$ cat src/rtl/eight_one_mux_pkg.sv
// Shared constants and types for the registered 8:1 multiplexer.
// Optional parity output is enabled with EIGHT_ONE_MUX_PARITY_EN.
package eight_one_mux_pkg;

    localparam int MUX_WIDTH = 16;

    typedef logic [2:0] sel_t;

    localparam sel_t SEL_A = 3'd0;
    localparam sel_t SEL_B = 3'd1;
    localparam sel_t SEL_C = 3'd2;
    localparam sel_t SEL_D = 3'd3;
    localparam sel_t SEL_E = 3'd4;
    localparam sel_t SEL_F = 3'd5;
    localparam sel_t SEL_G = 3'd6;
    localparam sel_t SEL_H = 3'd7;

endpackage

$ cat src/rtl/eight_one_mux_core.sv
// Purely combinational WIDTH-bit 8:1 select; every sel code maps to an input,
// so unselected inputs (even X) never reach the output.
module eight_one_mux_core
    import eight_one_mux_pkg::*;
#(
    parameter int WIDTH = MUX_WIDTH
) (
    input  logic [WIDTH-1:0] a,
    input  logic [WIDTH-1:0] b,
    input  logic [WIDTH-1:0] c,
    input  logic [WIDTH-1:0] d,
    input  logic [WIDTH-1:0] e,
    input  logic [WIDTH-1:0] f,
    input  logic [WIDTH-1:0] g,
    input  logic [WIDTH-1:0] h,
    input  sel_t             sel,
    output logic [WIDTH-1:0] y
);

    always_comb begin
        y = a;
        case (sel)
            SEL_A: y = a;
            SEL_B: y = b;
            SEL_C: y = c;
            SEL_D: y = d;
            SEL_E: y = e;
            SEL_F: y = f;
            SEL_G: y = g;
            SEL_H: y = h;
            default: y = a;
        endcase
    end

endmodule

$ cat src/rtl/eight_one_mux.sv
// Registered 8:1 multiplexer: one-cycle latency, en-qualified capture, y_valid
// flags enabled edges. EIGHT_ONE_MUX_PARITY_EN adds registered even parity y_par.
module eight_one_mux
    import eight_one_mux_pkg::*;
#(
    parameter int WIDTH = MUX_WIDTH
) (
    input  logic             clk,
    input  logic             rst_n,
    input  logic             en,
    input  logic [WIDTH-1:0] a,
    input  logic [WIDTH-1:0] b,
    input  logic [WIDTH-1:0] c,
    input  logic [WIDTH-1:0] d,
    input  logic [WIDTH-1:0] e,
    input  logic [WIDTH-1:0] f,
    input  logic [WIDTH-1:0] g,
    input  logic [WIDTH-1:0] h,
    input  sel_t             sel,
    output logic [WIDTH-1:0] y,
    output logic             y_valid
`ifdef EIGHT_ONE_MUX_PARITY_EN
    ,
    output logic             y_par
`endif
);

    logic [WIDTH-1:0] sel_data;

    eight_one_mux_core #(.WIDTH(WIDTH)) u_core (
        .a   (a),
        .b   (b),
        .c   (c),
        .d   (d),
        .e   (e),
        .f   (f),
        .g   (g),
        .h   (h),
        .sel (sel),
        .y   (sel_data)
    );

    // y holds across disabled edges; y_valid marks only freshly captured data.
    always_ff @(posedge clk) begin
        if (!rst_n) begin
            y       <= '0;
            y_valid <= 1'b0;
        end else begin
            y_valid <= en;
            if (en)
                y <= sel_data;
        end
    end

`ifdef EIGHT_ONE_MUX_PARITY_EN
    always_ff @(posedge clk) begin
        if (!rst_n)
            y_par <= 1'b0;
        else if (en)
            y_par <= ^sel_data;
    end
`endif

endmodule

$ cat config.mk
export PLATFORM = sky130hd
export DESIGN_NAME = eight_one_mux
export DESIGN_NICKNAME = d
export VERILOG_FILES = /design/src/rtl/eight_one_mux_pkg.sv /design/src/rtl/eight_one_mux_core.sv /design/src/rtl/eight_one_mux.sv
export SDC_FILE = /design/constraint.sdc
export NUM_CORES = 1
export LEC_CHECK = 0
export CORE_UTILIZATION = 32
export DETAILED_ROUTE_END_ITERATION = 8
export HOLD_SLACK_MARGIN = 0.05
export PLACE_DENSITY = 0.81
export SLEW_MARGIN = 10
export SYNTH_ARGS = -nofsm -noshare
export SYNTH_HDL_FRONTEND = slang
export SYNTH_SLANG_ARGS = --single-unit
$ cat constraint.sdc
create_clock -name clk -period 1.4 [get_ports clk]
set_input_delay 0.14 -clock clk [delete_from_list [all_inputs] [get_ports clk]]
set_output_delay 0.14 -clock clk [all_outputs]
set_load 0.01 [all_outputs]
==> out/qor.txt <==
Post-synth cell types = 39
Port Buffers = 150
CTS root buf = clkbuf_8
Slew margin rel. = 80.2%
RSZ-0062 raised after global routing = false
Number of global-route vias before repair = 2,237
Clk slew on worst S/H paths = 70 ps
Gpl congestion = 0.794
Post-Synthesis Cells = 210
Drt total wl = 7.12 mm
CP Launch Type = register
Status = finished clean
Worst Clk Skew = 0 ps
Placed wire-length estimate = 5.79 mm
Hold Vio Cnt, Final = 0
Clock Path Buffers = 2
Power Total = 0.00183 W
CP Capture Type = output port
Synth area leaders = dfxtp_1 20%, a22o_1 8.1%, o221ai_1 7.6%
WHS = 397 ps
Final Max Tran Viols = 0
Initial Utilization = 33.6%
Wire length of the first global-routing pass = 10.2 mm
Io pins = 151
CTS tree = built
Worst reg-to-reg setup slack = 690 ps
Chip Height = 75.4 um
Register bit total from synthesis = 17
Max-cap violations = 0
Nets = 497
Vias per std cell = 5.40
Largest stage delay, worst path = 550 ps
Post-route clock period utilization = 93.6%
Critical path data arrival time = 1170 ps
Die X = 75.4 um
Grt total ovfl = 0
Die area = 5690 um^2
Register area share after synthesis = 19.7%
Pre-CTS setup slack = -336 ps
WP data required = 1260 ps
Initial DRT Pass Iterations = 4
Achievable Freq = 763 MHz
Synth area leader = dfxtp_1
Share of layout cells above drive strength 1 = 9.94%
Power per cell area = 542 nW/um^2
CP bufs+invs = 1
Maximum level of the CTS H-tree = 1
Top Family by Delay on Critical Path = buffers and inverters
Antenna violations before repair = 0
Worst-skew pair later-pin latency = 250 ps
Final setup vio count = 0
Largest net degree at the start of global routing = 30
Top cell type's share of synthesized area = 19.7%
Post-route minimum period = 1310 ps
Post-route ant nets = 0
Total number of vias = 2,331
FP Rows = 26
Cts bufs inserted = 3
Setup CP Type = register to output port
Core area = 5140 um^2
Area growth syn-to-layout = 95.6%
Residual DRC = 0
Critical Path Slowest Stage Cell = clkdlybuf4s50_1
Critical path fanouts, max = 2
Post-synthesis average cell area = 8.22 um^2
DR WL/cell = 16.5 um
Slew @ Worst Pin = 297 ps
Worst setup margin = 89.0 ps
Sink Count = 17
Post-layout util = 65.7%
GRT Total Usage = 23.7%
Iter 0 DRT Violations = 105
Most frequent cells in the layout = 147 x clkdlybuf4s50_1, 26 x a21oi_1, 17 x dfxtp_1
Worst Hold Class = input pin to register
Post-Syn Area = 1730 um^2
Worst vdd ir = 0.401 mV
Syn_nets = 344
Leak = 1.34 nW
Antenna diodes = 0
Commonest non-fill, non-tap cell in the layout = clkdlybuf4s50_1
Synth warn = 0
Crit-path cells = clkdlybuf4s50_1
synthesized netlist by cell type (all sizes together):
cell type  instances
a22oi             13
o31ai              2
mux2               3
nand2b             2
clkbuf             8
nor2               2
a31oi              4
o21ai             13
or3b               1
and2               1
dfxtp             17
buf               15
nand2              5
o221ai            15
nor2b             17
a221oi             4
nor3               1
and2b              1
nand3              1
o22ai             12
a22o              16
a21o               2
o41ai              1
inv               14
mux2i             13
a21oi             26
o211a              1
through the flow:
stage,TNS [ps],cell area (um^2),std cells
after floorplan,0,1730,210
after global placement,-4250,3330,428
after detailed placement,-4570,3330,428
after CTS,0,3370,432
after global routing,0,3370,432
final,0,3370,432
flip-flops by register name, summed over array words and instances (netlist names):
name     cells
y           16
y_valid      1
area by class of cell:
| cell class | instances | area (um^2) |
|---|---|---|
| Clock buffer | 4 | 45.0 |
| Fill cell | 468 | 1770 |
| Inverter | 14 | 52.6 |
| Multi-Input combinational cell | 156 | 1130 |
| Sequential cell | 17 | 340 |
| Tap cell | 70 | 87.6 |
| Timing Repair Buffer | 171 | 1710 |
worst reg2reg max path, cell delays in order, from the launching register on:
cell      delay [ps]
dfxtp_1          360
o221ai_1         130
a21oi_1          150
layer usage:
layer / vias to the layer above / wire length (um) / track usage [%]
li1: 1118 / - / -
met1: 1067 / 2650 / 25.5
met2: 130 / 3560 / 44.1
met3: 16 / 686 / 6.61
met4: 0 / 218 / 8.44
met5: - / 0 / 0
logic make-up (layout without fill, tap and decap cells):
logic type	count (synthesis)	count (layout)	share of synthesized area [%]
muxes	16	16	9.50
and+or+nand+nor	31	31	12.0
DFF	17	17	19.7
buffers and inverters	37	189	14.8
AOI/OAI and AO/OA	109	109	43.9
worst paths after layout:
kind / startpoint / endpoint / cells after the start
worst max-delay path: y[14] / y[14] / 1
worst min-delay path: sel[2] / y[6] / 4
worst max register to register: y[14] / y[14] / 2
worst min register to register: y[3] / y[3] / 2
report_power, final:
part | internal (W) | switching, W
registers | 0.000524 | 0.0000219
logic | 0.000589 | 0.000320
clock network | 0.000202 | 0.000171
timing repair:
item,in CTS,in global routing
resized for setup,3,0
buffers inserted,0,0
setup endpoints to repair,13,0
hold buffers,0,0
No activity file was read; power rests on OpenSTA's default activity.
